`src/rtl/mips_main_fsm.sv`:
```
// Main control FSM of the multicycle MIPS core: sequences each instruction through
// fetch/decode/execute/memory/writeback and drives every datapath select and write enable.
module mips_main_fsm #(
  parameter bit MEM_WAIT_EN = 1'b1
) (
  input  logic       clk,
  input  logic       reset,
  input  logic [5:0] op,
  input  logic       mem_ready,
  output logic       pc_write,
  output logic       branch,
  output logic       iord,
  output logic       mem_write,
  output logic       ir_write,
  output logic       reg_dst,
  output logic       mem_to_reg,
  output logic       reg_write,
  output logic       alu_src_a,
  output logic [1:0] alu_src_b,
  output logic [1:0] alu_op,
  output logic [1:0] pc_src,
  output logic       illegal_op,
  output logic [3:0] state_o
);

  typedef enum logic [3:0] {
    S_FETCH    = 4'd0,
    S_DECODE   = 4'd1,
    S_MEMADR   = 4'd2,
    S_MEMREAD  = 4'd3,
    S_MEMWB    = 4'd4,
    S_MEMWRITE = 4'd5,
    S_EXECUTE  = 4'd6,
    S_ALUWB    = 4'd7,
    S_BRANCH   = 4'd8,
    S_ADDIEX   = 4'd9,
    S_ADDIWB   = 4'd10,
    S_JUMP     = 4'd11
  } state_t;

  localparam logic [5:0] OP_RTYPE = 6'b000000;
  localparam logic [5:0] OP_LW    = 6'b100011;
  localparam logic [5:0] OP_SW    = 6'b101011;
  localparam logic [5:0] OP_BEQ   = 6'b000100;
  localparam logic [5:0] OP_ADDI  = 6'b001000;
  localparam logic [5:0] OP_J     = 6'b000010;

  localparam logic [1:0] SRCB_REG    = 2'b00;
  localparam logic [1:0] SRCB_FOUR   = 2'b01;
  localparam logic [1:0] SRCB_IMM    = 2'b10;
  localparam logic [1:0] SRCB_IMM_SH = 2'b11;

  localparam logic [1:0] ALU_ADD   = 2'b00;
  localparam logic [1:0] ALU_SUB   = 2'b01;
  localparam logic [1:0] ALU_FUNCT = 2'b10;

  localparam logic [1:0] PC_ALU    = 2'b00;
  localparam logic [1:0] PC_ALUOUT = 2'b01;
  localparam logic [1:0] PC_JUMP   = 2'b10;

  typedef struct packed {
    logic       pc_write;
    logic       branch;
    logic       iord;
    logic       mem_write;
    logic       ir_write;
    logic       reg_dst;
    logic       mem_to_reg;
    logic       reg_write;
    logic       alu_src_a;
    logic [1:0] alu_src_b;
    logic [1:0] alu_op;
    logic [1:0] pc_src;
    logic       illegal_op;
  } ctrl_t;

  state_t state;
  state_t state_next;
  ctrl_t  ctrl;
  ctrl_t  ctrl_out;
  logic   ready;

  // With waiting disabled the memory is assumed single-cycle.
  assign ready = MEM_WAIT_EN ? mem_ready : 1'b1;

  // NOTE: state registers use non-blocking assignments so every flop samples
  // pre-edge values; combinational blocks below use blocking assignments.
  always_ff @(posedge clk) begin
    if (reset) state <= S_FETCH;
    else       state <= state_next;
  end

  // NOTE: every signal written here gets a default first, so no path through
  // the case statements can leave a value unassigned and infer a latch.
  always_comb begin
    ctrl       = '0;
    state_next = S_FETCH;
    unique case (state)
      S_FETCH: begin
        ctrl.alu_src_b = SRCB_FOUR;
        ctrl.ir_write  = ready;
        ctrl.pc_write  = ready;
        state_next     = ready ? S_DECODE : S_FETCH;
      end
      S_DECODE: begin
        ctrl.alu_src_b = SRCB_IMM_SH;
        case (op)
          OP_LW, OP_SW: state_next = S_MEMADR;
          OP_RTYPE:     state_next = S_EXECUTE;
          OP_BEQ:       state_next = S_BRANCH;
          OP_ADDI:      state_next = S_ADDIEX;
          OP_J:         state_next = S_JUMP;
          default: begin
            ctrl.illegal_op = 1'b1;
            state_next      = S_FETCH;
          end
        endcase
      end
      S_MEMADR: begin
        ctrl.alu_src_a = 1'b1;
        ctrl.alu_src_b = SRCB_IMM;
        if (op == OP_LW)      state_next = S_MEMREAD;
        else if (op == OP_SW) state_next = S_MEMWRITE;
        else                  state_next = S_FETCH;
      end
      S_MEMREAD: begin
        ctrl.iord  = 1'b1;
        state_next = ready ? S_MEMWB : S_MEMREAD;
      end
      S_MEMWB: begin
        ctrl.mem_to_reg = 1'b1;
        ctrl.reg_write  = 1'b1;
      end
      S_MEMWRITE: begin
        // Write request stays up until memory accepts it.
        ctrl.iord      = 1'b1;
        ctrl.mem_write = 1'b1;
        state_next     = ready ? S_FETCH : S_MEMWRITE;
      end
      S_EXECUTE: begin
        ctrl.alu_src_a = 1'b1;
        ctrl.alu_src_b = SRCB_REG;
        ctrl.alu_op    = ALU_FUNCT;
        state_next     = S_ALUWB;
      end
      S_ALUWB: begin
        ctrl.reg_dst   = 1'b1;
        ctrl.reg_write = 1'b1;
      end
      S_BRANCH: begin
        ctrl.alu_src_a = 1'b1;
        ctrl.alu_op    = ALU_SUB;
        ctrl.pc_src    = PC_ALUOUT;
        ctrl.branch    = 1'b1;
      end
      S_ADDIEX: begin
        ctrl.alu_src_a = 1'b1;
        ctrl.alu_src_b = SRCB_IMM;
        ctrl.alu_op    = ALU_ADD;
        state_next     = S_ADDIWB;
      end
      S_ADDIWB: begin
        ctrl.reg_write = 1'b1;
      end
      S_JUMP: begin
        ctrl.pc_src   = PC_JUMP;
        ctrl.pc_write = 1'b1;
      end
      default: begin
        ctrl.pc_src = PC_ALU;
      end
    endcase
  end

  // Reset overrides everything so an aborted instruction never commits.
  assign ctrl_out = reset ? '0 : ctrl;

  assign pc_write   = ctrl_out.pc_write;
  assign branch     = ctrl_out.branch;
  assign iord       = ctrl_out.iord;
  assign mem_write  = ctrl_out.mem_write;
  assign ir_write   = ctrl_out.ir_write;
  assign reg_dst    = ctrl_out.reg_dst;
  assign mem_to_reg = ctrl_out.mem_to_reg;
  assign reg_write  = ctrl_out.reg_write;
  assign alu_src_a  = ctrl_out.alu_src_a;
  assign alu_src_b  = ctrl_out.alu_src_b;
  assign alu_op     = ctrl_out.alu_op;
  assign pc_src     = ctrl_out.pc_src;
  assign illegal_op = ctrl_out.illegal_op;
  assign state_o    = reset ? 4'd0 : state;

endmodule

```
`config.mk`:
```
export PLATFORM = sky130hd
export DESIGN_NAME = mips_main_fsm
export DESIGN_NICKNAME = d
export VERILOG_FILES = /design/src/rtl/mips_main_fsm.sv
export SDC_FILE = /design/constraint.sdc
export NUM_CORES = 1
export LEC_CHECK = 0
export ABC_AREA = 1
export CAP_MARGIN = 20
export CORE_MARGIN = 1.5
export CORE_UTILIZATION = 30
export DETAILED_ROUTE_END_ITERATION = 8
export GPL_TIMING_DRIVEN = 0
export PLACE_DENSITY = 0.73
export SYNTH_ARGS = -nofsm -noshare
export SYNTH_HDL_FRONTEND = slang
export SYNTH_SLANG_ARGS = --single-unit
```
`constraint.sdc`:
```
create_clock -name clk -period 2.8 [get_ports clk]
set_clock_uncertainty 0.05 [all_clocks]
set_input_delay 0.7 -clock clk [delete_from_list [all_inputs] [get_ports clk]]
set_output_delay 0.7 -clock clk [all_outputs]
set_load 0.02 [all_outputs]
```
==> metrics.cfg, run 1 <==
[run_status]
outcome = complete, no violations

[timing]
fmax_mhz = 371
setup_ws_ps = 108
finalSetupViolCount = 0
min_period_ps = 2690
maxSlewViolCount = 0
period_share = 0.961
worst_slew_pin_slew_ps = 252
relSlewSlack = 0.830
hold-worst-slack_ps = 668
final_hold_viol_count = 0

[power]
power_uw = 186
ir_drop_uv = 151
power_density_nw_per_um2 = 215
p_leak_nw = 0.461

[placement]
dpl.hpwl_um = 1180
gp_congestion = 0.852
port_buffers = 27
placed_cell_area_um2 = 818
dp.cells = 147
pre_cts_ws_ps = -367

[synthesis]
synthDistinctLibCells = 20
synth_top_area_frac = 0.222
syn_nets = 113
synth_cells = 104
synth_largest_area_cell = nor2_1
synth_area_um2 = 523
syn_avg_cell_area_um2 = 5.03
synth-seq-area-share = 0.153
synth-warning-count = 0
synthTopCellsByArea = nor2_1, dfxtp_1, nand2_1
synth_seq_cells = 4

[floorplan]
dieHeight_um = 44.8
coreArea_um2 = 1580
start_util = 0.332
die_x_um = 44.8
rows = 14
pin_count = 29
dieArea_um2 = 2000

[finish]
regMostFlops = state
antenna_cells = 0
largest_register_ffs = 4
area_growth_pct = 65.3
finalNonFillerCells = 150
reg_top3 = state x4
fin_area_um2 = 865
drive_above_1_share = 0.119
fillers = 161
nets = 145

[clock_network]
cts-root-buf = clkbuf_4
post-cts-setup-buffer-count = 0
clkLatencyLatePin_ps = 230
cts_htree_levels = 1
cts_sinks = 4
cts_hold_buf = 0
cts_tree = built
path_clk_slew_ps = 40
clk_path_buf_depth = 2
numCtsBuffers = 3

[job]
max_cap_viol_count = 0

[drt]
viasPerCell = 4.87
drcViolationCount = 0
finalWirelength_um = 1450
post_drt_wl_per_cell_um = 9.65
antenna_left = 0
drt-initial-drc-count = 21
vias = 730
dr.pass1.iters = 4

[critical_path]
cp-start-kind = primary input
ff2ff_path_depth = 6
endpoint_kind = output port
worstSetupPathType = in2out
crit_arrival_ps = 1940
reg2reg_from = state[0]
cp_max_fo = 4
required_ps = 2050
r2r_slack_ps = 1500
worstReg2RegEnd = state[1]

[worst_hold_path]
worst_hold_path.num_cells = 5
worstHoldPathType = reg2reg
min_from = state[2]
hold_end = state[3]

[grt]
grt_pass1_vias = 577
grt_pass1_wl_um = 2260
antenna_found_initial = 0
grt-ovfl-total = 0
track_usage = 0.145
grt_max_degree = 11

-- Yosys cell counts --
library cell / number
nor2_1: 31
nand2_1: 19
nand3_1: 14
inv_1: 13
dfxtp_1: 4
nor3_1: 4
a21oi_1: 3
nor2_2: 2
nor4_1: 2
o21ai_0: 2
a221oi_1: 1
a31oi_1: 1
buf_1: 1
buf_2: 1
buf_4: 1
buf_6: 1
inv_2: 1
nand3b_1: 1
nand4_1: 1
o22ai_1: 1
-- power by group --
group | leakage (nW) | switching, mW | internal [mW]
combinational | 0.415 | 0.0325 | 0.0236
sequential | 0.0325 | 0.00195 | 0.0585
clock | 0.0138 | 0.0215 | 0.0478
-- layout make-up --
type | instances | area [um2] | area share
Sequential cell | 4 | 80.1 | 0.0926
Inverter | 14 | 52.6 | 0.0608
Timing Repair Buffer | 27 | 274 | 0.317
Clock buffer | 3 | 22.5 | 0.0260
Multi-Input combinational cell | 82 | 387 | 0.447
Tap cell | 16 | 20.0 | 0.0232
Buffer | 4 | 28.8 | 0.0333
-- logic make-up after synthesis --
kind of cell,synth area share
AO/OA/AOI/OAI,0.0885
flip-flops,0.153
buffers and inverters,0.153
AND/OR/NAND/NOR,0.605
-- layout by cell type (no fill, tap or decap), drive strengths merged --
cell,n
dlygate4sd2,3
a21oi,3
nor3,4
nand3,14
a31oi,1
a221oi,1
dfxtp,4
buf,4
inv,14
nor2,33
nand2,19
o21ai,2
clkbuf,4
nand3b,1
nand4,1
nor4,2
clkdlybuf4s50,18
o22ai,1
dlymetal6s2s,5
-- worst max-delay path, cell delays in order --
cell	delay, ps
clkdlybuf4s50_1	540
nor2_2	80
nand3_1	120
nand3_1	110
nor2_1	90
nand2_1	50
nor2_1	80
buf_2	170
-- worst max-delay path by stage --
| stage | start | to | slack (ps) | cells past startpoint |
|---|---|---|---|---|
| finish | op[3] | illegal_op | 110 | 8 |
| global route | reset | branch | -7 | 5 |
| CTS | reset | reg_write | 40 | 5 |
| detailed placement | op[2] | illegal_op | -370 | 8 |
| global placement | op[2] | illegal_op | -360 | 8 |
| floorplan | reset | reg_write | 90 | 4 |
-- per-layer routing --
metal | vias up | share of wire | wire (um) | track usage
li1 | 398 | - | - | -
met1 | 308 | 0.49 | 704 | 0.198
met2 | 24 | 0.45 | 654 | 0.246
met3 | 0 | 0.062 | 89 | 0.0120
met4 | 0 | 0 | 0 | 0.0364
met5 | - | 0 | 0 | 0
-- per-stage QoR --
step | util | setup TNS (ps)
after global routing | 0.548 | -7.12
after floorplan | - | 0
after global placement | 0.519 | -416
final | 0.548 | 0
after detailed placement | 0.519 | -414
after CTS | 0.529 | 0
-- what timing repair did --
item / 4_1_cts / 5_1_grt
gates resized for setup: 8 / 10
setup endpoints to repair: 3 / 5
pin swaps: 0 / 1
No activity file was read; power rests on OpenSTA's default activity.
==> run 2, diff against run 1 <==
--- a/config.mk
+++ b/config.mk
@@ -10,8 +10,8 @@
 export CORE_MARGIN = 1.5
 export CORE_UTILIZATION = 30
 export DETAILED_ROUTE_END_ITERATION = 8
-export GPL_TIMING_DRIVEN = 0
 export PLACE_DENSITY = 0.73
+export SLEW_MARGIN = 5
 export SYNTH_ARGS = -nofsm -noshare
 export SYNTH_HDL_FRONTEND = slang
 export SYNTH_SLANG_ARGS = --single-unit
==> run 2 against run 1 <==
Clock power fell by 1%; total power rose by 2.3%; combinational power grew 8.8%; cell count grew 6.0%; first-iteration DRC count shrank 52%; die area did not move; critical path depth decreased by 4; clock-buffer cell count unchanged; cell area rose by 3.0%; setup slack lost 40 ps; utilization rose by 1.7 points; largest cell class unchanged; largest power group unchanged.
==> metrics.cfg, run 2 (synthesized netlist as in run 1, its figures left out) <==
[run_status]
outcome = complete, no violations  ; unchanged

[placement]
port_buffers = 28  ; was 27
dp.cells = 156  ; was 147
dpl.hpwl_um = 1290  ; was 1180 um
gp_congestion = 0.840  ; was 0.852
placed_cell_area_um2 = 891  ; was 818 um2
pre_cts_ws_ps = -359  ; was -367 ps

[clock_network]
cts_tree = built  ; unchanged
clkLatencyLatePin_ps = 230  ; about the same
post-cts-setup-buffer-count = 0  ; unchanged
cts_htree_levels = 1  ; unchanged
clk_path_buf_depth = 2  ; unchanged
cts-root-buf = clkbuf_4  ; unchanged
path_clk_slew_ps = 30  ; was 40 ps
cts_sinks = 4  ; unchanged
cts_hold_buf = 0  ; unchanged
numCtsBuffers = 3  ; unchanged

[critical_path]
worstSetupPathType = in2out  ; unchanged
crit_arrival_ps = 1980  ; was 1940 ps
required_ps = 2050  ; about the same
cp_cell_sequence = clkdlybuf4s50_1, buf_6, a221oi_1, clkdlybuf4s15_1  ; was clkdlybuf4s50_1, nor2_2, nand3_1, nand3_1, nor2_1, nand2_1, nor2_1, buf_2
critPathSlowestCell = clkdlybuf4s50_1  ; unchanged
r2r_slack_ps = 1400  ; was 1500 ps
slowest_delay_ps = 510  ; was 540 ps
cp-start-kind = primary input  ; unchanged
cp_max_fo = 14  ; was 4
endpoint_kind = output port  ; unchanged

[finish]
area_growth_pct = 70.3  ; was 65.3%
fin_area_um2 = 891  ; was 865 um2
layout_commonest_cell = nor2_1  ; unchanged
nets = 154  ; was 145
reg_top3 = state x4  ; unchanged
finalNonFillerCells = 159  ; was 150
mostFrequentLayoutCells = nor2_1, nand2_1, nand3_1  ; was nor2_1, nand2_1, clkdlybuf4s50_1
antenna_cells = 0  ; unchanged
regMostFlops = state  ; unchanged
drive_above_1_share = 0.210  ; was 0.119
largest_register_ffs = 4  ; unchanged
fin_util = 0.565  ; was 0.548

[grt]
grt_max_degree = 15  ; was 11
track_usage = 0.163  ; was 0.145
grt_pass1_wl_um = 2530  ; was 2260 um
antenna_found_initial = 0  ; unchanged
grt_pass1_vias = 676  ; was 577
grt-ovfl-total = 0  ; unchanged

[power]
switchingPower_uw = 56.1  ; was 55.9 uW
p_leak_nw = 0.480  ; was 0.461 nW
cellInternalPower_uw = 134  ; was 130 uW
power_uw = 190  ; was 186 uW
swShare = 0.295  ; was 0.301
ir_drop_uv = 138  ; was 151 uV
p_seq_frac = 0.319  ; was 0.325
power_density_nw_per_um2 = 213  ; was 215 nW/um2
power_frac_comb = 0.320  ; was 0.302
clock_power_share = 0.361  ; was 0.373

[floorplan]
pin_count = 29  ; unchanged
die_x_um = 44.8  ; unchanged
dieArea_um2 = 2000  ; unchanged
dieHeight_um = 44.8  ; unchanged
start_util = 0.332  ; unchanged
coreArea_um2 = 1580  ; unchanged
rows = 14  ; unchanged

[timing]
fmax_mhz = 366  ; was 371 MHz
relSlewSlack = 0.768  ; was 0.830
grt_setup_unrepaired = no
final_hold_viol_count = 0  ; unchanged
min_period_ps = 2730  ; was 2690 ps
maxSlewViolCount = 0  ; unchanged
period_share = 0.976  ; was 0.961
setup_ws_ps = 68.2  ; was 108 ps
worst_slew_pin_slew_ps = 347  ; was 252 ps
finalSetupViolCount = 0  ; unchanged

[job]
max_cap_viol_count = 0  ; unchanged

[drt]
drcViolationCount = 0  ; unchanged
post_drt_wl_per_cell_um = 9.89  ; was 9.65 um
dr.pass1.iters = 4  ; unchanged
drt-initial-drc-count = 10  ; was 21
viasPerCell = 4.88  ; was 4.87
finalWirelength_um = 1570  ; was 1450 um
antenna_left = 0  ; unchanged
vias = 776  ; was 730

[worst_hold_path]
worstHoldPathType = reg2reg  ; unchanged

run 2: cell types whose count changed in the layout (fill, tap and decap cells not counted), sizes merged:
cell and change:
buf +9, clkbuf +4, clkdlybuf4s15 +3, clkdlybuf4s50 -12, dlygate4sd2 +9, dlymetal6s2s -4
run 2: worst max-delay path, delay by kind of cell:
family | cells | cell delay [ps]
buf+inv | 3 | 1060
compound gates | 1 | 230
run 2: area by class of cell:
type | count | area [um2]
Tap cell | 16 | 20.0
Sequential cell | 4 | 80.1
Inverter | 14 | 52.6
Clock buffer | 3 | 22.5
Timing Repair Buffer | 40 | 332
Multi-Input combinational cell | 82 | 384
Fill cell | 173 | 686
run 2: worst paths after layout:
path | endpoint | from | cells after the start
min reg2reg | state[3] | state[3] | 4
min | state[3] | state[3] | 4
max | alu_src_a | reset | 4
max reg2reg | state[1] | state[1] | 6
run 2: layer usage:
layer  GRT usage  part of all wire
met4      0.0364                 0
met1       0.183              0.45
met5           0                 0
met3      0.0280             0.062
met2       0.316              0.49
run 2: power groups by stage:
stage	Combinational, mW	Clock, mW	Sequential [mW]
after floorplan	0.0300	0	0.0606
after global placement	0.0623	0	0.0613
after global routing	0.0669	0.0769	0.0607
after detailed placement	0.0628	0	0.0614
after CTS	0.0601	0.0715	0.0605
final	0.0609	0.0686	0.0607
run 2: what timing repair did:
action                     CTS  global route
resized for setup           26            20
setup endpoints to repair   20             9
pin swaps                    0             0
run 2: stage by stage:
step	setup TNS [ps]	hold slack, ps
6_report	0	653
5_1_grt	0	706
4_1_cts	0	654
3_5_place_dp	-3110	637
3_3_place_gp	-3020	641
2_1_floorplan	0	578
==> run 3, diff against run 2 <==
--- a/config.mk
+++ b/config.mk
@@ -10,7 +10,7 @@
 export CORE_MARGIN = 1.5
 export CORE_UTILIZATION = 30
 export DETAILED_ROUTE_END_ITERATION = 8
-export PLACE_DENSITY = 0.73
+export PLACE_DENSITY = 0.71
 export SLEW_MARGIN = 5
 export SYNTH_ARGS = -nofsm -noshare
 export SYNTH_HDL_FRONTEND = slang
==> run 3 against run 2 <==
First-iteration DRC count grew 10%; utilization shrank 1.2 points; combinational power shrank 4.1%; maximum frequency shrank 0.20%; cell count shrank 1.3%; non-clock buffer count shrank 2; flip-flop and latch count is the same; largest cell class unchanged.
==> metrics.cfg, run 3 (synthesized netlist as in run 1, its figures left out) <==
[clock_network]
clkLatencyLatePin_ps = 220  ; was 230 ps
cts-root-buf = clkbuf_4  ; unchanged
numCtsBuffers = 3  ; unchanged
clk_path_buf_depth = 2  ; unchanged
cts_htree_levels = 1  ; unchanged
post-cts-setup-buffer-count = 0  ; unchanged
path_clk_slew_ps = 30  ; about the same
cts_sinks = 4  ; unchanged
cts_tree = built  ; unchanged

[grt]
track_usage = 0.159  ; was 0.163
grt_pass1_wl_um = 2520  ; was 2530 um
grt_pass1_vias = 651  ; was 676
antenna_found_initial = 0  ; unchanged
grt_max_degree = 14  ; was 15
grt-ovfl-total = 0  ; unchanged

[power]
switchingPower_uw = 51.7  ; was 56.1 uW
swShare = 0.280  ; was 0.295
power_uw = 184  ; was 190 uW
clock_power_share = 0.355  ; was 0.361
power_frac_comb = 0.317  ; was 0.320
ir_drop_uv = 195  ; was 138 uV
cellInternalPower_uw = 133  ; was 134 uW
p_leak_nw = 0.495  ; was 0.480 nW
power_density_nw_per_um2 = 211  ; was 213 nW/um2
p_seq_frac = 0.328  ; was 0.319

[timing]
relSlewSlack = 0.790  ; was 0.768
final_hold_viol_count = 0  ; unchanged
fmax_mhz = 365  ; was 366 MHz
setup_ws_ps = 62.6  ; was 68.2 ps
hold-worst-slack_ps = 652  ; was 653 ps
grt_setup_unrepaired = yes  ; was no
period_share = 0.978  ; was 0.976
finalSetupViolCount = 0  ; unchanged
worst_slew_pin_slew_ps = 312  ; was 347 ps
min_period_ps = 2740  ; was 2730 ps
maxSlewViolCount = 0  ; unchanged

[finish]
antenna_cells = 0  ; unchanged
multi_input_area_um2 = 373  ; was 384 um2
area_growth_pct = 66.7  ; was 70.3%
fin_area_um2 = 872  ; was 891 um2
largest_register_ffs = 4  ; unchanged
regMostFlops = state  ; unchanged
regArea_um2 = 80.1  ; unchanged
nets = 152  ; was 154
fillers = 184  ; was 173
mostFrequentLayoutCells = nor2_1, nand2_1, nand3_1  ; unchanged
reg_top3 = state x4  ; unchanged
drive_above_1_share = 0.177  ; was 0.210
finalNonFillerCells = 157  ; was 159
layout_commonest_cell = nor2_1  ; unchanged

[placement]
gp_congestion = 0.835  ; was 0.840
dpl.hpwl_um = 1210  ; was 1290 um
dp.cells = 154  ; was 156
placed_cell_area_um2 = 876  ; was 891 um2
pre_cts_ws_ps = -332  ; was -359 ps
port_buffers = 28  ; unchanged

[critical_path]
cp_cell_sequence = clkdlybuf4s50_1, inv_1, nor2_2, nand3b_1, nand3_1, nor2_1, nand2_1, nor2_1, clkdlybuf4s15_2  ; was clkdlybuf4s50_1, buf_6, a221oi_1, clkdlybuf4s15_1
cp-start-kind = primary input  ; unchanged
cp_max_fo = 4  ; was 14
required_ps = 2050  ; about the same
r2r_slack_ps = 1430  ; was 1400 ps
slowest_delay_ps = 490  ; was 510 ps
worstSetupPathType = in2out  ; unchanged
crit_arrival_ps = 1990  ; was 1980 ps
critPathSlowestCell = clkdlybuf4s50_1  ; unchanged
path_common_cell = nor2_1
endpoint_kind = output port  ; unchanged

[drt]
vias = 755  ; was 776
viasPerCell = 4.81  ; was 4.88
finalWirelength_um = 1440  ; was 1570 um
drcViolationCount = 0  ; unchanged
drt-initial-drc-count = 11  ; was 10
post_drt_wl_per_cell_um = 9.20  ; was 9.89 um
dr.pass1.iters = 4  ; unchanged
antenna_left = 0  ; unchanged

[floorplan]
rows = 14  ; unchanged
dieArea_um2 = 2000  ; unchanged
start_util = 0.332  ; unchanged
dieHeight_um = 44.8  ; unchanged
die_x_um = 44.8  ; unchanged
coreArea_um2 = 1580  ; unchanged
pin_count = 29  ; unchanged

[worst_hold_path]
worstHoldPathType = reg2reg  ; unchanged

[run_status]
outcome = complete, no violations  ; unchanged

[job]
max_cap_viol_count = 0  ; unchanged

[run 3: changes by cell type in the layout (fill, tap and decap cells not counted), sizes merged]
cell,change
dlymetal6s2s,+2
clkdlybuf4s15,-2
buf,-3
clkdlybuf4s50,+1
[run 3: layout make-up]
cell class,count,area share
Sequential cell,4,0.0918
Multi-Input combinational cell,82,0.428
Inverter,14,0.0603
Timing Repair Buffer,38,0.372
Clock buffer,3,0.0258
Tap cell,16,0.0230
[run 3: worst paths after layout]
| path | start | end | depth (start not counted) |
|---|---|---|---|
| hold reg to reg | state[3] | state[3] | 4 |
| setup reg to reg | state[1] | state[1] | 6 |
| hold / removal | state[3] | state[3] | 4 |
| setup / recovery | op[5] | illegal_op | 9 |
[run 3: layer usage]
layer	part of all wire	global-route usage	wire length (um)
met1	0.49	0.213	710
met2	0.45	0.275	649
met3	0.058	0.0240	84
met4	0	0.0182	0
met5	0	0	0
[run 3: through the flow]
stage	util	TNS, ps
2_1_floorplan	-	0
3_3_place_gp	0.556	-2970
3_5_place_dp	0.556	-2750
5_1_grt	0.553	-118
4_1_cts	0.559	0
6_report	0.553	0
[run 3: timing repair]
action	in CTS	in global routing
hold buffers	0	0
pin swaps	0	0
endpoints found under the hold margin	0	0
resized for setup	21	17
setup endpoints to repair	18	9
[run 3: critical path, delay by kind of cell]
family	cells	cell delay (ps)
AND/OR/NAND/NOR	6	510
buffers and inverters	3	790
[run 3: power groups by stage]
| stage | combinational [mW] | sequential [mW] | clock (mW) |
|---|---|---|---|
| floorplan | 0.0300 | 0.0606 | 0 |
| global placement | 0.0609 | 0.0614 | 0 |
| detailed placement | 0.0614 | 0.0613 | 0 |
| CTS | 0.0589 | 0.0604 | 0.0677 |
| global route | 0.0643 | 0.0606 | 0.0745 |
| finish | 0.0584 | 0.0604 | 0.0655 |
